==> src/rtl/display_decimal_seq.sv <==
// Sequential binary-to-7-segment driver: double-dabble conversion, one bit per clock.
// Optional macro DISPLAY_SUPRESSAO_ZEROS_EN blanks leading zero digits (units always shown).
module display_decimal_seq #(
    parameter int DATA_WIDTH = 16,
    parameter int DIGITS     = 4,
    parameter int SIGNED     = 1
) (
    input  logic                  clock,
    input  logic                  reset,
    input  logic                  start,
    input  logic [DATA_WIDTH-1:0] valor,
    output logic                  busy,
    output logic                  pronto,
    output logic                  overflow,
    output logic                  saida_sinal,
    output logic [7*DIGITS-1:0]   segmentos
);

    localparam int NIB = (DATA_WIDTH * 302 + 999) / 1000 + 1;
    localparam int EXT = (NIB > DIGITS) ? NIB : DIGITS;
    localparam int CW  = $clog2(DATA_WIDTH + 1);

    typedef enum logic [1:0] {IDLE, LOAD, SHIFT, UPDATE} state_t;

    state_t                state, next_state;
    logic [DATA_WIDTH-1:0] val_reg;
    logic [DATA_WIDTH-1:0] mag;
    logic [4*NIB-1:0]      bcd;
    logic [4*NIB-1:0]      bcd_adj;
    logic [CW-1:0]         bit_cnt;
    logic                  sign;
    logic                  in_neg;
    logic [4*EXT-1:0]      bcd_ext;
    logic [7*DIGITS-1:0]   seg_next;
    logic                  ovf_next;
`ifdef DISPLAY_SUPRESSAO_ZEROS_EN
    logic                  lead_seen;
`endif

    function automatic logic [6:0] seg_of(input logic [3:0] d);
        case (d)
            4'd0:    seg_of = 7'b0000001;
            4'd1:    seg_of = 7'b1001111;
            4'd2:    seg_of = 7'b0010010;
            4'd3:    seg_of = 7'b0000110;
            4'd4:    seg_of = 7'b1001100;
            4'd5:    seg_of = 7'b0100100;
            4'd6:    seg_of = 7'b0100000;
            4'd7:    seg_of = 7'b0001111;
            4'd8:    seg_of = 7'b0000000;
            4'd9:    seg_of = 7'b0000100;
            default: seg_of = 7'b1111111;
        endcase
    endfunction

    always_ff @(posedge clock) begin
        if (reset) state <= IDLE;
        else       state <= next_state;
    end

    always_comb begin
        next_state = state;
        case (state)
            IDLE:    if (start) next_state = LOAD;
            LOAD:    next_state = SHIFT;
            SHIFT:   if (bit_cnt == CW'(1)) next_state = UPDATE;
            UPDATE:  next_state = IDLE;
            default: next_state = IDLE;
        endcase
    end

    assign in_neg = (SIGNED != 0) && val_reg[DATA_WIDTH-1];

    always_comb begin
        bcd_adj = bcd;
        for (int i = 0; i < NIB; i++) begin
            if (bcd[4*i +: 4] >= 4'd5) bcd_adj[4*i +: 4] = bcd[4*i +: 4] + 4'd3;
        end
    end

    // Digits above the internal BCD width (DIGITS > NIB) read as zero.
    always_comb begin
        bcd_ext            = '0;
        bcd_ext[4*NIB-1:0] = bcd;
        ovf_next           = 1'b0;
        for (int i = 0; i < EXT; i++) begin
            if (i >= DIGITS && bcd_ext[4*i +: 4] != 4'd0) ovf_next = 1'b1;
        end
        seg_next = '1;
`ifdef DISPLAY_SUPRESSAO_ZEROS_EN
        lead_seen = 1'b0;
`endif
        for (int i = DIGITS - 1; i >= 0; i--) begin
            if (ovf_next) begin
                seg_next[7*i +: 7] = 7'b1111110;
            end else begin
`ifdef DISPLAY_SUPRESSAO_ZEROS_EN
                if (bcd_ext[4*i +: 4] != 4'd0) lead_seen = 1'b1;
                if (lead_seen || i == 0) seg_next[7*i +: 7] = seg_of(bcd_ext[4*i +: 4]);
                else                     seg_next[7*i +: 7] = 7'b1111111;
`else
                seg_next[7*i +: 7] = seg_of(bcd_ext[4*i +: 4]);
`endif
            end
        end
    end

    // valor is latched with start so it may change freely during the conversion.
    always_ff @(posedge clock) begin
        if (reset) begin
            val_reg     <= '0;
            mag         <= '0;
            bcd         <= '0;
            bit_cnt     <= '0;
            sign        <= 1'b0;
            busy        <= 1'b0;
            pronto      <= 1'b0;
            overflow    <= 1'b0;
            saida_sinal <= 1'b0;
            segmentos   <= '1;
        end else begin
            pronto <= 1'b0;
            case (state)
                IDLE: begin
                    if (start) val_reg <= valor;
                end
                LOAD: begin
                    sign    <= in_neg;
                    mag     <= in_neg ? (~val_reg + DATA_WIDTH'(1)) : val_reg;
                    bcd     <= '0;
                    bit_cnt <= CW'(DATA_WIDTH);
                    busy    <= 1'b1;
                end
                SHIFT: begin
                    {bcd, mag} <= {bcd_adj[4*NIB-2:0], mag, 1'b0};
                    bit_cnt    <= bit_cnt - CW'(1);
                end
                UPDATE: begin
                    segmentos   <= seg_next;
                    overflow    <= ovf_next;
                    saida_sinal <= sign;
                    busy        <= 1'b0;
                    pronto      <= 1'b1;
                end
                default: ;
            endcase
        end
    end

endmodule
==> config.mk <==
export PLATFORM = sky130hd
export DESIGN_NAME = display_decimal_seq
export DESIGN_NICKNAME = d
export VERILOG_FILES = /design/src/rtl/display_decimal_seq.sv
export SDC_FILE = /design/constraint.sdc
export NUM_CORES = 1
export LEC_CHECK = 0
export ABC_AREA = 0
export BUFFER_PORTS_ARGS = -buffer_cell sky130_fd_sc_hd__buf_2
export CAP_MARGIN = 0
export CORE_ASPECT_RATIO = 1.1
export CORE_UTILIZATION = 32
export DETAILED_ROUTE_END_ITERATION = 8
export SLEW_MARGIN = 25
export SYNTH_ARGS = -nofsm -noshare
export SYNTH_HDL_FRONTEND = slang
export SYNTH_SLANG_ARGS = --single-unit
==> constraint.sdc <==
create_clock -name clock -period 3.2 [get_ports clock]
set_input_delay 0.64 -clock clock [delete_from_list [all_inputs] [get_ports clock]]
set_output_delay 0.64 -clock clock [all_outputs]
set_load 0.02 [all_outputs]
# Yosys cells after proc, flatten, opt, wreduce, memory -nomap -nowiden
# Memory sizes are Yosys's and may differ from the RTL's. A register that Yosys moved wholly into a read port is not among the register bits.
# Index checks and enable logic that the tools add are counted.
# word_totals
register_bits,96
out_inout_bits,32
romBits,448
elab_cells,72
inputBits,19
mem_count,4
# memory_table
name,words,width,read_ports,rd_clocked_by_memory_dff,wr,line_no,text
(no name shown),16,7,1,1,0,41,case (d)
(no name shown),16,7,1,1,0,41,
(no name shown),16,7,1,1,0,41,
(no name shown),16,7,1,1,0,41,
# op_classes
eq_ne,6
order_cmp,6
add_sub_neg,8
reduce_logical,7
muxes,29
bitwise_logic,1
# op_table
cell,n
2-to-1 mux 4 bit,13
one-hot mux 24 bit (2 select lines),1
one-hot mux 16 bit (2 select lines),1
2-to-1 mux 7 bit,4
">= comparator 4 x 3 -> 1 bit, second input constant",6
"adder 4 x 2 -> 4 bit, second input constant",5
"adder 16 x 1 -> 16 bit, second input constant",1
2-to-1 mux 16 bit,1
inverter 16 bit,1
one-hot mux 5 bit (2 select lines),1
one-hot mux 2 bit (4 select lines),1
nonzero test 4 bit,2
"equality test 5 x 1 -> 1 bit, second input constant",1
"subtractor 5 x 1 -> 5 bit, second input constant",1
"equality test 2 bit, second input constant",2
2-to-1 mux 2 bit,2
"inequality test 2 bit, second input constant",2
AND reduction 2 bit,2
nonzero test 2 bit,2
"adder 3 x 2 -> 3 bit, second input constant",1
2-to-1 mux 1 bit,3
2-to-1 mux 3 bit,1
"equality test 2 x 1 -> 1 bit, second input constant",1
logical NOT 2 bit,1
one-hot mux 1 bit (2 select lines),1

# Depth between registers and ports, before layout
# logic_depth
depth_word,5
depth_mapped,13
ltp_nobuf,10

# Least setup slack after synthesis
# OpenSTA, ideal clock, no wires.
# synth_timing
kind,register to register
from,reg state[0]
to,reg (tool-made name)
stages_incl_launch_ff,11
required_ns,3.125
path_buffers,3
setup_ns,0.075
period_less_slack_ns,2.834
t_arrival_ns,2.759
setup_slack_ns,0.366
path_cell_list,dfxtp_1 inv_1 ha_1 clkbuf_1 buf_2 clkbuf_1 nor2_1 o21ai_0 ha_1 or2_2 a31oi_1
# synth_lines
item,line_no,text
start: declaration,25,"state_t state, next_state;"
start signal: assignment,58,else state <= next_state;

==> results <==
- The post-cts repair resize count is 0.
- The worst clock skew on the final layout is 15.7 ps.
- The predominant post-synthesis flop cell is sky130_fd_sc_hd__dfxtp_1.
- The maximum frequency from static timing analysis is 375 MHz.
- The synthesized design spends more area on one cell type than any other, namely sky130_fd_sc_hd__dfxtp_1.
- The final number of max-transition violations came to 0.
- Before antenna repair, the detailed router went through 4 iterations.
- The row count is 52.
- The sum of routed wire length over all layers is 13.4 mm.
- Sorting the synthesized cells by area gives the leading types as sky130_fd_sc_hd__dfxtp_1 (41%), sky130_fd_sc_hd__ha_1 (9.4%), sky130_fd_sc_hd__nand2_1 (5.2%).
- In this run the cell area measured after placement is 0.00661 mm^2.
- Yosys printed 0 warnings.
- Final hold analysis gives a worst-case slack of 446 ps.
- In this run, CTS created clock tree buffers numbering 17.
- In this run the worst path has a maximum fanout of 10.
- The relative contribution of the clock network to total power is 38.1%.
- After layout, the minimum clock period comes to 2670 ps.
- In this run the deepest clock path goes through 2 buffers.
- The fraction of the cycle the final worst path needs is 83.4%.
- STA classifies the critical path startpoint as a flip-flop.
- The first-pass GRT wire length is 22.7 mm.
- The starting density of the core is 32.8%.
- Summed over all layers, the global routing overflow is 0.
- Across every metal layer, demand over resource in global routing totals 14.4%.
- The critical path class is flip-flop to flip-flop.
- The x dimension of the die is 134 um.
- The share of total power consumed by net switching is 32.5%.
- The H-tree was split into 4 levels.
- Summed over all cells, the static leakage comes to 2.98 nW.
- The detailed router placed 5098 vias in this run.
- Of the synthesized area, sequential elements account for 40.8%.
- The number of antenna violations at the first check in global routing is 0.
- Setup violations remaining at the end of the flow were counted as 0.
- In this run, synthesis inferred 0 flip-flops with an integrated enable.
- The clock latency reported for the late side of the worst-skew pair is 420 ps.
- Synthesis inferred 124 register bits.
- The tightest min-delay check is of the flip-flop to flip-flop type.
- Clock-pin slew was measured on the worst setup and hold paths at 60 ps.
- The multi-input combinational cells in the finished layout cover a total of 0.00326 mm^2.
- The share of synthesized registers carrying an async set or reset is 0%.
- The I/O pin count is 51.
- After routing the design area is 0.00718 mm^2.
- Dividing the synthesized area by the synthesized cell count gives 8.23 um^2.
- The final cell count without fillers is 1039.
- The HPWL after detailed placement is 9.17 mm.
- The number of hold-slack violations in the final timing report is 0.
- In the routed design, unresolved DRC markers number 0.
- The layout cell share with drive strength beyond 1 is 13.3%.
- The routed length per instance is 12.9 um.
- For this block, the initial DRC count from the detailed router was 258.
- The flip-flop and latch area is 0.00248 mm^2.
- The post-route core utilization is 38.7%.
- The synthesized netlist devotes 18.9% of its cell area to compound gates.
- The area of the die is 0.0196 mm^2.
- The count of inserted antenna diode cells is 0.
- The number of fill cells is 1894.
- The number of buffers added on ports is 50.
- The run finished with clean final reports.
- The accumulated negative setup slack is 0 ps.
- Clock tree synthesis selected as its root buffer the cell sky130_fd_sc_hd__clkbuf_16.
- The average vias per placed instance is 4.91.
- The worst setup path is captured at a flip-flop.
- The number of buffers added to fix hold violations after cts is 0.
- For this design the ratio of total power to cell area is 683 mW/mm^2.
- Setup repair after global routing left no endpoint under its margin.
- The final weighted congestion of routability-driven global placement is 0.798.
- The adder-cell share of the synthesized area is 9.45%.
- Cell internal power was estimated by the tool at 3.31 mW.
- The tool flagged a number of max-cap violations equal to 0.
- The portion of total power attributed to combinational logic is 24.0%.
- In this run, distinct cell masters in the synthesized netlist total 52.
- The post-placement cell count is 1008.
- The share of synthesized area in the top cell type comes to 40.8%.
- The largest net degree at the start of global routing is 34.
- The number of clock sinks is 124.
- The gate count of the mapped netlist is 740.
- Data arrives at the worst endpoint at 3010 ps.
- The total core area is 0.0185 mm^2.
- The actual transition at the worst max-transition pin is 951 ps.
- The via count of the first global-routing pass is 4648.
- The cell area that synthesis handed to floorplanning was 0.00609 mm^2.
- Relative to the synthesized area, the layout overhead comes to 17.9%.
- In this run the remaining antenna-violating nets after routing total 0.
- For this run, the post-layout net count is 849.
- The worst-case IR drop observed on VDD is 0.000475 V.
- The analysis attributes to net switching a power of 1.60 mW.
- Summing the areas of all and, or, nand and nor instances in the mapped netlist gives 20.7% of the synthesized area.
- The clock tree from TritonCTS is yes.
- The required time of the worst setup path is 3540 ps.
- The share of power burned in registers is 38.0%.
- The share of the synthesized netlist area taken by xor and xnor gates is 2.44%.
- The die is 147 um tall.
- The number of setup buffers added after CTS is 0.
- The synthesized netlist net count is 805.
- By area, the combinational part of the netlist is dominated by simple AND/OR/NAND/NOR gates.
- Multiplexer cells account for 1.97% of the synthesized area.
- The relative max-transition margin is 36.6%.
## worst paths after layout
| path | from | end | slack (ps) | depth (start not counted) |
|---|---|---|---|---|
| worst max-delay path | state[0] | flip-flop | 530 | 8 |
| worst min-delay path | flip-flop | segmentos[21] | 450 | 2 |
| worst max register to register | state[0] | flip-flop | 530 | 8 |
| worst min register to register | flip-flop | segmentos[21] | 450 | 2 |
## Yosys cell counts, drive strengths merged, types with 2 or more instances
cell / number
a211o: 2
a21oi: 59
nand4bb: 3
a32oi: 3
nor2b: 8
nand2: 85
o22ai: 3
a2111o: 4
ha: 46
a211oi: 5
o21ai: 52
and3: 8
a32o: 2
a22oi: 3
o21a: 3
nand4: 8
nor3: 43
nand2b: 13
dfxtp: 124
a311oi: 9
o221a: 4
or2: 3
nand3: 15
nor4: 2
nand3b: 2
or3: 4
o41ai: 4
inv: 52
and2: 4
clkbuf: 37
xnor2: 12
a21o: 2
o31ai: 8
mux2i: 12
nor2: 61
buf: 4
xor2: 5
a2bb2oi: 4
a31oi: 11
or4: 3
## metrics by stage
stage	worst slack [ps]	total power [mW]
finish	531	4.91
global route	288	5.19
CTS	528	4.97
detailed placement	537	3.08
global placement	629	3.07
floorplan	366	2.72
## logic make-up after synthesis
kind of cell             Yosys count
AND/OR/NAND/NOR                  265
buffers and inverters             93
adder cells (fa/ha/maj)           46
flip-flops                       124
XOR/XNOR                          17
AO/OA/AOI/OAI                    183
multiplexers                      12
## routing by layer
metal	share of wire, %	routed length, um	track usage (%)	vias to the layer above
met4	1.1	147	5.74	0
met3	3.6	482	3.73	12
li1	-	-	-	2667
met5	0	0	0	-
met1	50	6650	18.7	2327
met2	46	6110	22.7	92
## critical path, stage by stage (launching register included)
cell and delay, ps:
sky130_fd_sc_hd__dfxtp_1 370, sky130_fd_sc_hd__inv_1 100, sky130_fd_sc_hd__ha_1 430, sky130_fd_sc_hd__nand2_1 260, sky130_fd_sc_hd__a21oi_1 90, sky130_fd_sc_hd__o21ai_0 550, sky130_fd_sc_hd__ha_1 350, sky130_fd_sc_hd__or2_2 290
sky130_fd_sc_hd__a31oi_1 150
## power by group through the flow
stage	Combinational [mW]	Sequential, mW	Clock, mW
global route	1.31	1.89	1.99
finish	1.18	1.86	1.87
floorplan	0.767	1.96	0
global placement	1.18	1.89	0
detailed placement	1.19	1.90	0
CTS	1.19	1.87	1.91
## final cells by class
| type | instances | area share [%] |
|---|---|---|
| Inverter | 52 | 2.72 |
| Multi-Input combinational cell | 523 | 45.3 |
| Timing Repair Buffer | 66 | 5.16 |
| Clock inverter | 13 | 2.02 |
| Tap cell | 243 | 4.23 |
| Clock buffer | 18 | 5.98 |
| Sequential cell | 124 | 34.6 |
## cell usage in the layout, fill, tap and decap left out, drive strengths merged, types with 8 or more instances in the layout
master  netlist  layout
dfxtp       124     124
nor2         61      61
xnor2        12      12
o31ai         8       8
nand2        85      85
clkbuf       37      18
and3          8       8
o21ai        52      52
nand3        15      15
nand2b       13      13
nor2b         8       8
mux2i        12      12
a311oi        9       9
nand4         8       8
ha           46      46
nor3         43      43
a21oi        59      59
inv          52      54
buf           4      66
a31oi        11      11
(Power assumes the default switching activity.)
